### config.mk
export PLATFORM = sky130hd
export DESIGN_NAME = v_issue_ctrl
export DESIGN_NICKNAME = d
export VERILOG_FILES = /design/src/rtl/v_pkg.sv /design/src/rtl/v_scoreboard.sv /design/src/rtl/v_issue_ctrl.sv
export SDC_FILE = /design/constraint.sdc
export NUM_CORES = 1
export LEC_CHECK = 0
export CORE_ASPECT_RATIO = 0.5
export CORE_UTILIZATION = 59
export CTS_CLUSTER_SIZE = 40
export DETAILED_ROUTE_END_ITERATION = 12
export PLACE_DENSITY_LB_ADDON = 0.25
export SLEW_MARGIN = 20
export SYNTH_ARGS = -nofsm -noshare
export SYNTH_HDL_FRONTEND = slang
export SYNTH_HIERARCHICAL = 1
export SYNTH_SLANG_ARGS = --single-unit
### constraint.sdc
create_clock -name clk -period 4.2 [get_ports clk]
set_input_delay 0.42 -clock clk [delete_from_list [all_inputs] [get_ports clk]]
set_output_delay 0.42 -clock clk [all_outputs]
set_load 0.01 [all_outputs]
### src/rtl/v_pkg.sv
// rtl/v_pkg.sv - shared unit codes, FSM state and held-instruction type for the vector issue controller
//
// Purpose: common definitions imported by v_scoreboard and v_issue_ctrl.
// Ports:   none (package).

package v_pkg;

  localparam int NUM_UNITS = 5;

  localparam logic [2:0] UNIT_VALU    = 3'd0;
  localparam logic [2:0] UNIT_VMUL    = 3'd1;
  localparam logic [2:0] UNIT_VRED    = 3'd2;
  localparam logic [2:0] UNIT_VSLDU   = 3'd3;
  localparam logic [2:0] UNIT_VLSU    = 3'd4;
  localparam logic [2:0] UNIT_VCONFIG = 3'd5;

  typedef enum logic {
    ST_IDLE = 1'b0,
    ST_HOLD = 1'b1
  } state_e;

  typedef struct packed {
    logic [2:0] unit;
    logic [4:0] vd;
    logic [4:0] vs1;
    logic [4:0] vs2;
    logic       rd_vs1;
    logic       rd_vs2;
    logic       wr_vd;
  } hold_t;

  // Codes 6 and 7 name no unit.
  function automatic logic unit_legal(input logic [2:0] u);
    return (u <= UNIT_VCONFIG);
  endfunction

endpackage

### src/rtl/v_scoreboard.sv
// rtl/v_scoreboard.sv - pending-register and busy-unit tracking with hazard query
//
// Purpose: tracks which vector registers await a write (pend), which units are
//          busy (unit_act) and which register each busy unit will write.
// Ports:
//   clk, rst                 clock, synchronous active-high reset
//   set_en/set_unit/set_vd/set_wr   record an issue (VCONFIG ignored)
//   unit_done[4:0]           completion pulses, bit = unit code
//   q_*                      instruction being checked for hazards
//   q_hazard                 unit busy, RAW or WAW against registered state
//   pend_any, act_any        any register pending / any unit busy
//   spur_done                done pulse on a unit that is not busy

module v_scoreboard
  import v_pkg::*;
(
  input  logic                 clk,
  input  logic                 rst,
  input  logic                 set_en,
  input  logic [2:0]           set_unit,
  input  logic [4:0]           set_vd,
  input  logic                 set_wr,
  input  logic [NUM_UNITS-1:0] unit_done,
  input  logic [2:0]           q_unit,
  input  logic [4:0]           q_vd,
  input  logic [4:0]           q_vs1,
  input  logic [4:0]           q_vs2,
  input  logic                 q_rd_vs1,
  input  logic                 q_rd_vs2,
  input  logic                 q_wr_vd,
  output logic                 q_hazard,
  output logic                 pend_any,
  output logic                 act_any,
  output logic                 spur_done
);

  logic [31:0]                pend_q, pend_d;
  logic [NUM_UNITS-1:0]       act_q, act_d;
  logic [NUM_UNITS-1:0]       wr_q, wr_d;
  logic [NUM_UNITS-1:0][4:0]  vd_q, vd_d;

  // Completions clear first, then the new issue sets, so a register both
  // released and claimed in the same cycle ends up pending.
  always_comb begin
    pend_d = pend_q;
    act_d  = act_q;
    wr_d   = wr_q;
    vd_d   = vd_q;
    for (int u = 0; u < NUM_UNITS; u++) begin
      if (unit_done[u] && act_q[u]) begin
        act_d[u] = 1'b0;
        if (wr_q[u]) pend_d[vd_q[u]] = 1'b0;
      end
    end
    if (set_en && (set_unit < UNIT_VCONFIG)) begin
      act_d[set_unit] = 1'b1;
      wr_d[set_unit]  = set_wr;
      vd_d[set_unit]  = set_vd;
      if (set_wr) pend_d[set_vd] = 1'b1;
    end
  end

  always_ff @(posedge clk) begin
    if (rst) begin
      pend_q <= '0;
      act_q  <= '0;
      wr_q   <= '0;
      vd_q   <= '0;
    end else begin
      pend_q <= pend_d;
      act_q  <= act_d;
      wr_q   <= wr_d;
      vd_q   <= vd_d;
    end
  end

  // Only registered state is consulted: a done seen this cycle frees
  // resources for the next cycle, never the current one.
  always_comb begin
    q_hazard = 1'b0;
    if (q_unit == UNIT_VCONFIG) begin
      q_hazard = (pend_q != '0) || (act_q != '0);
    end else begin
      if (q_unit < UNIT_VCONFIG) q_hazard = act_q[q_unit];
      if (q_rd_vs1 && pend_q[q_vs1]) q_hazard = 1'b1;
      if (q_rd_vs2 && pend_q[q_vs2]) q_hazard = 1'b1;
      if (q_wr_vd  && pend_q[q_vd])  q_hazard = 1'b1;
    end
  end

  assign pend_any  = (pend_q != '0);
  assign act_any   = (act_q != '0);
  assign spur_done = |(unit_done & ~act_q);

endmodule

### src/rtl/v_issue_ctrl.sv
// rtl/v_issue_ctrl.sv - single-entry vector instruction issue controller with hazard tracking
//
// Purpose: accepts one decoded instruction at a time, holds it until its unit
//          is free and no RAW/WAW hazard exists, then pulses the unit start.
// Optional: V_ISSUE_PERF_CNT_EN adds stall_cnt/issue_cnt saturating counters.
// Ports:
//   clk, rst                          clock, synchronous active-high reset
//   in_valid/in_ready                 instruction handshake
//   in_unit, in_vd/vs1/vs2, in_rd_vs1/in_rd_vs2/in_wr_vd   instruction fields
//   unit_done[4:0]                    completion pulses per unit
//   unit_start[4:0], cfg_start        one-cycle issue pulses
//   iss_vd/vs1/vs2                    fields of the instruction being issued
//   idle, err                         quiescent flag, illegal/spurious pulse
//   stall_cnt, issue_cnt              performance counters (macro only)

module v_issue_ctrl
  import v_pkg::*;
#(
  parameter int CNT_W = 16
) (
  input  logic                 clk,
  input  logic                 rst,
  input  logic                 in_valid,
  output logic                 in_ready,
  input  logic [2:0]           in_unit,
  input  logic [4:0]           in_vd,
  input  logic [4:0]           in_vs1,
  input  logic [4:0]           in_vs2,
  input  logic                 in_rd_vs1,
  input  logic                 in_rd_vs2,
  input  logic                 in_wr_vd,
  input  logic [NUM_UNITS-1:0] unit_done,
  output logic [NUM_UNITS-1:0] unit_start,
  output logic [4:0]           iss_vd,
  output logic [4:0]           iss_vs1,
  output logic [4:0]           iss_vs2,
  output logic                 cfg_start,
  output logic                 idle,
  output logic                 err
`ifdef V_ISSUE_PERF_CNT_EN
  ,
  output logic [CNT_W-1:0]     stall_cnt,
  output logic [CNT_W-1:0]     issue_cnt
`endif
);

  state_e state_q, state_d;
  hold_t  hold_q, hold_d;

  logic accept;
  logic legal;
  logic issue;
  logic hazard;
  logic pend_any;
  logic act_any;
  logic spur_done;

  assign in_ready = (state_q == ST_IDLE) && !rst;
  assign accept   = in_valid && in_ready;
  assign legal    = unit_legal(in_unit);

  always_comb begin
    state_d    = state_q;
    hold_d     = hold_q;
    issue      = 1'b0;
    unit_start = '0;
    cfg_start  = 1'b0;
    case (state_q)
      ST_IDLE: begin
        // Illegal codes are dropped here; err reports them below.
        if (accept && legal) begin
          state_d = ST_HOLD;
          hold_d  = '{unit:   in_unit,
                      vd:     in_vd,
                      vs1:    in_vs1,
                      vs2:    in_vs2,
                      rd_vs1: in_rd_vs1,
                      rd_vs2: in_rd_vs2,
                      wr_vd:  in_wr_vd};
        end
      end
      ST_HOLD: begin
        if (!hazard && !rst) begin
          issue   = 1'b1;
          state_d = ST_IDLE;
          if (hold_q.unit == UNIT_VCONFIG) cfg_start = 1'b1;
          else unit_start = NUM_UNITS'(1) << hold_q.unit;
        end
      end
      default: state_d = ST_IDLE;
    endcase
  end

  always_ff @(posedge clk) begin
    if (rst) begin
      state_q <= ST_IDLE;
      hold_q  <= '0;
    end else begin
      state_q <= state_d;
      hold_q  <= hold_d;
    end
  end

  v_scoreboard u_scoreboard (
    .clk       (clk),
    .rst       (rst),
    .set_en    (issue),
    .set_unit  (hold_q.unit),
    .set_vd    (hold_q.vd),
    .set_wr    (hold_q.wr_vd),
    .unit_done (unit_done),
    .q_unit    (hold_q.unit),
    .q_vd      (hold_q.vd),
    .q_vs1     (hold_q.vs1),
    .q_vs2     (hold_q.vs2),
    .q_rd_vs1  (hold_q.rd_vs1),
    .q_rd_vs2  (hold_q.rd_vs2),
    .q_wr_vd   (hold_q.wr_vd),
    .q_hazard  (hazard),
    .pend_any  (pend_any),
    .act_any   (act_any),
    .spur_done (spur_done)
  );

  assign iss_vd  = hold_q.vd;
  assign iss_vs1 = hold_q.vs1;
  assign iss_vs2 = hold_q.vs2;

  assign err  = !rst && ((accept && !legal) || spur_done);
  assign idle = rst || ((state_q == ST_IDLE) && !pend_any && !act_any);

`ifdef V_ISSUE_PERF_CNT_EN
  logic [CNT_W-1:0] stall_q, stall_d;
  logic [CNT_W-1:0] issue_q, issue_d;

  always_comb begin
    stall_d = stall_q;
    issue_d = issue_q;
    if ((state_q == ST_HOLD) && !issue && (stall_q != '1)) stall_d = stall_q + CNT_W'(1);
    if (issue && (issue_q != '1)) issue_d = issue_q + CNT_W'(1);
  end

  always_ff @(posedge clk) begin
    if (rst) begin
      stall_q <= '0;
      issue_q <= '0;
    end else begin
      stall_q <= stall_d;
      issue_q <= issue_d;
    end
  end

  assign stall_cnt = stall_q;
  assign issue_cnt = issue_q;
`else
  logic [CNT_W-1:0] unused_cnt_w;
  assign unused_cnt_w = '0;
`endif

endmodule

==> results.py, run 1 <==
metrics = {
    "outcome": {
        "status": "complete, no violations",
    },
    "grt": {
        "grt_pass1_vias": 5656,
        "busiest_layer": "met2",
        "antenna_found_initial": 0,
        "grt_start_max_net_pins": 68,
        "use_met3_pct": 15.0,
        "grtUsageTotal_pct": 41.9,
        "grt_use_met2_pct": 59.8,
        "grt_pass1_wl_mm": 32.3,
        "globalRouteOverflowTotal": 0,
        "grt_use_met1_pct": 57.4,
    },
    "drt": {
        "routed_wl_mm": 21.8,
        "avgRoutedWirePerCell_um": 24.5,
        "drtIter0Drc": 1071,
        "drtPass1Iterations": 6,
        "vias": 6385,
        "drc_errors": 0,
        "ant_nets": 0,
        "viasPerCell": 7.17,
    },
    "run": {
        "timing.max_cap.violations": 0,
    },
    "power": {
        "leakage_nw": 2.18,
        "finalPower_mw": 1.85,
        "ir_worst_vdd_uv": 206,
        "pwr_density_cell_nw_per_um2": 273,
    },
    "critical_path": {
        "worst_ep_arrival_time_ns": 3.61,
        "critPathKind": "flip-flop to output pin",
        "crit_path_end_kind": "output pin",
        "crit_path_start_kind": "flip-flop",
        "critPathMaxFanout": 8,
        "required_ns": 3.78,
    },
    "yosys": {
        "synthXorXnorAreaFrac_pct": 0,
        "synth.ff_latch_count": 89,
        "avgSynthCellArea_um2": 8.13,
        "post-synth-top-count-cell": "dfxtp_1",
        "synthMuxAreaShare_pct": 14.8,
        "ys_seq_area_share_pct": 29.9,
        "synth_nets": 763,
        "ys_top_cells_by_area": "dfxtp_1 30%, mux4_2 7.2%, mux2i_1 6.2%",
        "synth_compound_area_share_pct": 17.9,
        "synthArstFlopShare_pct": 0,
        "synthTopCellsByCount": "89 x dfxtp_1, 82 x nor2_1, 51 x nand2_1, 44 x clkbuf_1, 38 x a22oi_1",
        "synth_edf_count": 0,
        "synth_top_family_by_area": "simple AND/OR/NAND/NOR gates",
        "synth_cell_type_count": 53,
        "synth_fa_ha_area_share_pct": 0,
        "synth_top_area_share_pct": 29.9,
        "syn_inst": 734,
        "yosys_warnings": 6,
        "synth.largest_area_cell": "dfxtp_1",
        "yosys.area_share.simple_pct": 30.0,
        "netlist_area_um2": 5970,
        "synth_ff_type": "dfxtp_1",
    },
    "floorplanning": {
        "num_rows": 25,
        "dieHeight_um": 73.1,
        "die_x_um": 144,
        "core_area_um2": 9630,
        "io_pins": 53,
        "start_util_pct": 61.9,
        "die_area_um2": 10500,
    },
    "clock_tree": {
        "numCtsBuffers": 9,
        "cts-root-buf": "clkbuf_16",
        "ctsResizeCount": 0,
        "holdBufCountCts": 0,
        "cts_tree": "built",
        "htree_levels": 3,
        "clk_latency_ns": 0.34,
        "clock_sinks": 89,
        "path_clk_slew_ns": 0.07,
        "clk_path_buf_depth": 2,
        "post_cts_buffers": 0,
    },
    "sta": {
        "hold_viol": 0,
        "slew_violations": 0,
        "max_freq_mhz": 248,
        "setup_tns_ns": 0,
        "tightest_slew_ns": 1.03,
        "setup_viol": 0,
        "fin_ws_ns": 0.169,
        "min_period_over_period_pct": 96.0,
        "slew_headroom_pct": 31.0,
        "whs_ns": 0.459,
        "clock_skew_ns": 0.00714,
        "period_needed_ns": 4.03,
    },
    "placement": {
        "postPlaceCellArea_um2": 6480,
        "place_ws_ns": 0.467,
        "hpwl_mm": 14.9,
        "io_buffers": 52,
        "place_congestion": 1.09,
        "placed_cells": 874,
    },
    "cells_and_area": {
        "stdcell_area_um2": 6780,
        "syn_to_final_growth_pct": 13.5,
        "num_antenna_cells": 0,
        "postLayoutCoreUtil_pct": 70.3,
        "drive_above_1_share_pct": 10.1,
        "layout.cells.non_filler": 890,
        "nNetsFinal": 779,
    },
    "min_path": {
        "min_path_type": "flip-flop to flip-flop",
    },
}
## power by group
part	switching, mW	total, mW	leakage, nW	internal, mW
Sequential	0.0337	0.893	0.721	0.859
Clock	0.339	0.757	0.129	0.418
Combinational	0.104	0.199	1.33	0.0950
## path summary, 6_finish.rpt
path                              from                    end  slack [ns]  cells past startpoint
hold / removal    u_scoreboard/wr_q[0]   u_scoreboard/wr_q[0]        0.46                      2
hold reg to reg   u_scoreboard/wr_q[0]   u_scoreboard/wr_q[0]        0.46                      2
setup reg to reg            iss_vs2[0]  u_scoreboard/vd_q[20]        0.55                     11
setup / recovery            iss_vs2[0]          unit_start[1]        0.17                      8
## cell type report
type / instances / area [µm²]
well taps: 135 / 169
inverters: 24 / 90.1
flip-flops and latches: 89 / 1790
fillers: 818 / 2860
multi-input cells: 549 / 3750
repair buffers: 77 / 703
clock inverters: 4 / 28.8
clock buffers: 12 / 246
## flip-flops by register name, indices dropped and copies added, names as in the netlist
name	flops
u_scoreboard/pend_q	32
u_scoreboard/vd_q	25
hold_q	6
iss_vd	5
iss_vs1	5
iss_vs2	5
u_scoreboard/act_q	5
u_scoreboard/wr_q	5
state_q	1
## worst max-delay path, cell delays in order, from the launching register on
cell and delay (ns):
dfxtp_2 0.43, mux4_1 0.57, mux4_2 0.46, a311oi_1 0.39
a31oi_2 0.22, nor3b_2 0.32, nand2b_1 0.12, nor3b_1 0.18
clkdlybuf4s50_1 0.57
## placed cells by master, fill, tap and decap left out, drive strengths merged, types with 15 or more instances in the layout
cell,instances
nand2b,23
nand4b,21
mux2i,37
a22oi,38
mux4,21
nand4,15
inv,24
nor2,82
nor4,15
nor3,30
dfxtp,89
nand3,18
nor3b,24
clkdlybuf4s50,51
a21oi,32
buf,26
nand2,51
o21ai,43
## per-layer routing
metal	part of all wire, %	up-vias
met5	0	-
met3	16	84
met2	40	517
li1	-	2789
met4	3.8	0
met1	40	2995
## logic make-up (layout without fill, tap and decap cells)
logic type | count (synthesis) | in the layout
compound gates | 163 | 163
buf+inv | 96 | 117
flops | 89 | 89
mux | 61 | 61
simple gates | 325 | 325
Power figures use the tool's default switching activity.
==> inputs of run 2 (changes only) <==
--- a/config.mk
+++ b/config.mk
@@ -5,6 +5,7 @@
 export SDC_FILE = /design/constraint.sdc
 export NUM_CORES = 1
 export LEC_CHECK = 0
+export CAP_MARGIN = 10
 export CORE_ASPECT_RATIO = 0.5
 export CORE_UTILIZATION = 59
 export CTS_CLUSTER_SIZE = 40
==> results of run 2 <==
Final layout, timing and power as in run 1 (identical DEF).
==> inputs of run 3 (changes only) <==
--- a/config.mk
+++ b/config.mk
@@ -7,6 +7,7 @@
 export LEC_CHECK = 0
 export CAP_MARGIN = 10
 export CORE_ASPECT_RATIO = 0.5
+export CORE_MARGIN = 2
 export CORE_UTILIZATION = 59
 export CTS_CLUSTER_SIZE = 40
 export DETAILED_ROUTE_END_ITERATION = 12
==> run 3 against run 2 <==
Clock power up 17%. First-iteration DRC count down 20%. Core utilization up 0.27 points.
==> results.py, run 3 (synthesis gave the netlist of run 1 again) <==
metrics = {
    "clock_tree": {
        "clk_latency_ns": 0.35,
        "path_clk_slew_ns": 0.06,
        "holdBufCountCts": 0,
        "clk_path_buf_depth": 2,
        "htree_levels": 3,
        "cts_tree": "built",
        "numCtsBuffers": 9,
        "cts-root-buf": "clkbuf_16",
        "clock_sinks": 89,
    },
    "grt": {
        "antenna_found_initial": 0,
        "grtUsageTotal_pct": 40.4,
        "use_met3_pct": 16.1,
        "grt_use_met2_pct": 58.1,
        "grt_pass1_wl_mm": 33.3,
        "busiest_layer": "met2",
        "grt_pass1_vias": 5935,
        "grt_use_met1_pct": 54.6,
        "grt_start_max_net_pins": 72,
        "globalRouteOverflowTotal": 0,
    },
    "cells_and_area": {
        "top_regs": "u_scoreboard/pend_q (32), u_scoreboard/vd_q (25), hold_q (6)",
        "top_register": "u_scoreboard/pend_q",
        "mostFrequentLayoutCell": "dfxtp_1",
        "multi_input_area_um2": 3740,
        "num_antenna_cells": 0,
        "layout_common_cells": "86 x dfxtp_1, 82 x nor2_1, 51 x nand2_1, 51 x clkdlybuf4s50_1, 38 x a22oi_1",
        "layout.cells.non_filler": 887,
        "nNetsFinal": 776,
        "largest_reg_flops": 32,
        "fillers": 780,
        "syn_to_final_growth_pct": 14.0,
        "seq_area_um2": 1790,
        "drive_above_1_share_pct": 9.84,
    },
    "critical_path": {
        "crit_slowest_cell": "mux4_1",
        "required_ns": 3.78,
        "critPathKind": "flip-flop to output pin",
        "crit_path_start_kind": "flip-flop",
        "worst_ep_arrival_time_ns": 3.60,
        "worstPathCellList": "mux4_1, mux4_2, a311oi_1, a31oi_1, nor4b_1, nand2_1, nor2_1, clkdlybuf4s50_1",
        "cpPeakStageDelay_ns": 0.57,
        "crit_path_end_kind": "output pin",
        "critPathMaxFanout": 8,
    },
    "floorplanning": {
        "num_rows": 25,
        "die_area_um2": 11000,
        "dieHeight_um": 75.1,
        "die_x_um": 146,
        "start_util_pct": 61.9,
        "io_pins": 53,
        "core_area_um2": 9630,
    },
    "outcome": {
        "status": "complete, no violations",
    },
    "drt": {
        "routed_wl_mm": 22.2,
        "drc_errors": 0,
        "vias": 6484,
        "ant_nets": 0,
        "drtIter0Drc": 854,
        "drtPass1Iterations": 10,
        "avgRoutedWirePerCell_um": 25.1,
        "viasPerCell": 7.31,
    },
    "sta": {
        "slew_violations": 0,
        "setup_viol": 0,
        "tightest_slew_ns": 0.898,
        "max_freq_mhz": 249,
        "period_needed_ns": 4.02,
        "setup_tns_ns": 0,
        "clock_skew_ns": 0.0101,
        "rsz0062_at_grt": "true",
        "min_period_over_period_pct": 95.7,
        "slew_headroom_pct": 39.9,
        "hold_viol": 0,
    },
    "placement": {
        "place_congestion": 1.05,
        "io_buffers": 52,
        "hpwl_mm": 15.2,
        "placed_cells": 870,
    },
    "power": {
        "ir_worst_vdd_uv": 206,
        "finalPower_mw": 1.98,
        "pwr_density_cell_nw_per_um2": 291,
        "leakage_nw": 2.20,
    },
    "min_path": {
        "min_path_type": "flip-flop to flip-flop",
    },
    "run": {
        "timing.max_cap.violations": 0,
    },
}
==> run 3: changes by cell type in the layout (fill, tap and decap cells not counted) <==
cell	previous run	this run
buf_4	25	22
bufinv_16	0	2
clkbuf_1	2	0
a31oi_1	2	3
a31oi_2	1	0
clkinvlp_4	2	1
dfxtp_2	3	2
dfxtp_4	0	1
inv_6	0	1
nor3_1	29	28
nor3_2	1	2
nor4b_1	0	1
nor4b_2	1	0
==> run 3: area by class of cell <==
cell class / count / area share (%)
multi-input combinational: 549 / 55.1
sequential: 89 / 26.3
timing repair buffer: 74 / 10.0
clock buffer: 10 / 3.51
tap: 135 / 2.48
clock inverter: 6 / 1.32
inverter: 24 / 1.32
==> run 3: through the flow <==
step           instance area [µm²]  util [%]  hold slack [ns]  setup slack [ns]
5_1_grt                       6800      70.6            0.499           -0.0176
6_report                      6800      70.6            0.464             0.182
4_1_cts                       6780      70.4            0.460            0.0149
3_5_place_dp                  6450      67.0            0.448             0.416
3_3_place_gp                  6450      67.0            0.441             0.534
2_1_floorplan                 5970         -            0.432             0.912
==> run 3: critical path, delay by kind of cell, from the launching register on <==
family / cells / cell delay (ns)
multiplexers: 2 / 1.07
AND/OR/NAND/NOR: 3 / 0.64
AO/OA/AOI/OAI: 2 / 0.58
buffers and inverters: 1 / 0.54
flip-flops: 1 / 0.43
==> run 3: power breakdown <==
| group | internal, mW | total [mW] | switching (mW) |
|---|---|---|---|
| clock | 0.540 | 0.889 | 0.349 |
| combinational | 0.0941 | 0.197 | 0.102 |
| sequential | 0.859 | 0.894 | 0.0354 |
| total | 1.49 | 1.98 | 0.487 |
==> run 3: path summary, 6_finish.rpt <==
| check | slack [ns] | cells past startpoint | to | start |
|---|---|---|---|---|
| setup / recovery | 0.18 | 8 | unit_start[4] | iss_vs2[0] |
| hold / removal | 0.46 | 2 | u_scoreboard/wr_q[0] | u_scoreboard/wr_q[0] |
| setup reg to reg | 0.49 | 11 | u_scoreboard/vd_q[4] | iss_vs2[0] |
| hold reg to reg | 0.46 | 2 | u_scoreboard/wr_q[0] | u_scoreboard/wr_q[0] |
==> run 3: routing by layer <==
metal | up-vias | share of wire (%)
li1 | 2763 | -
met1 | 3003 | 40
met2 | 613 | 39
met3 | 105 | 17
met4 | 0 | 3.8
met5 | - | 0
==> run 3: timing repair <==
item | CTS | global route
endpoints found under the setup margin | 0 | 6
setup buffers | 0 | 1
endpoints found under the hold margin | 0 | 0
resized for setup | 0 | 4
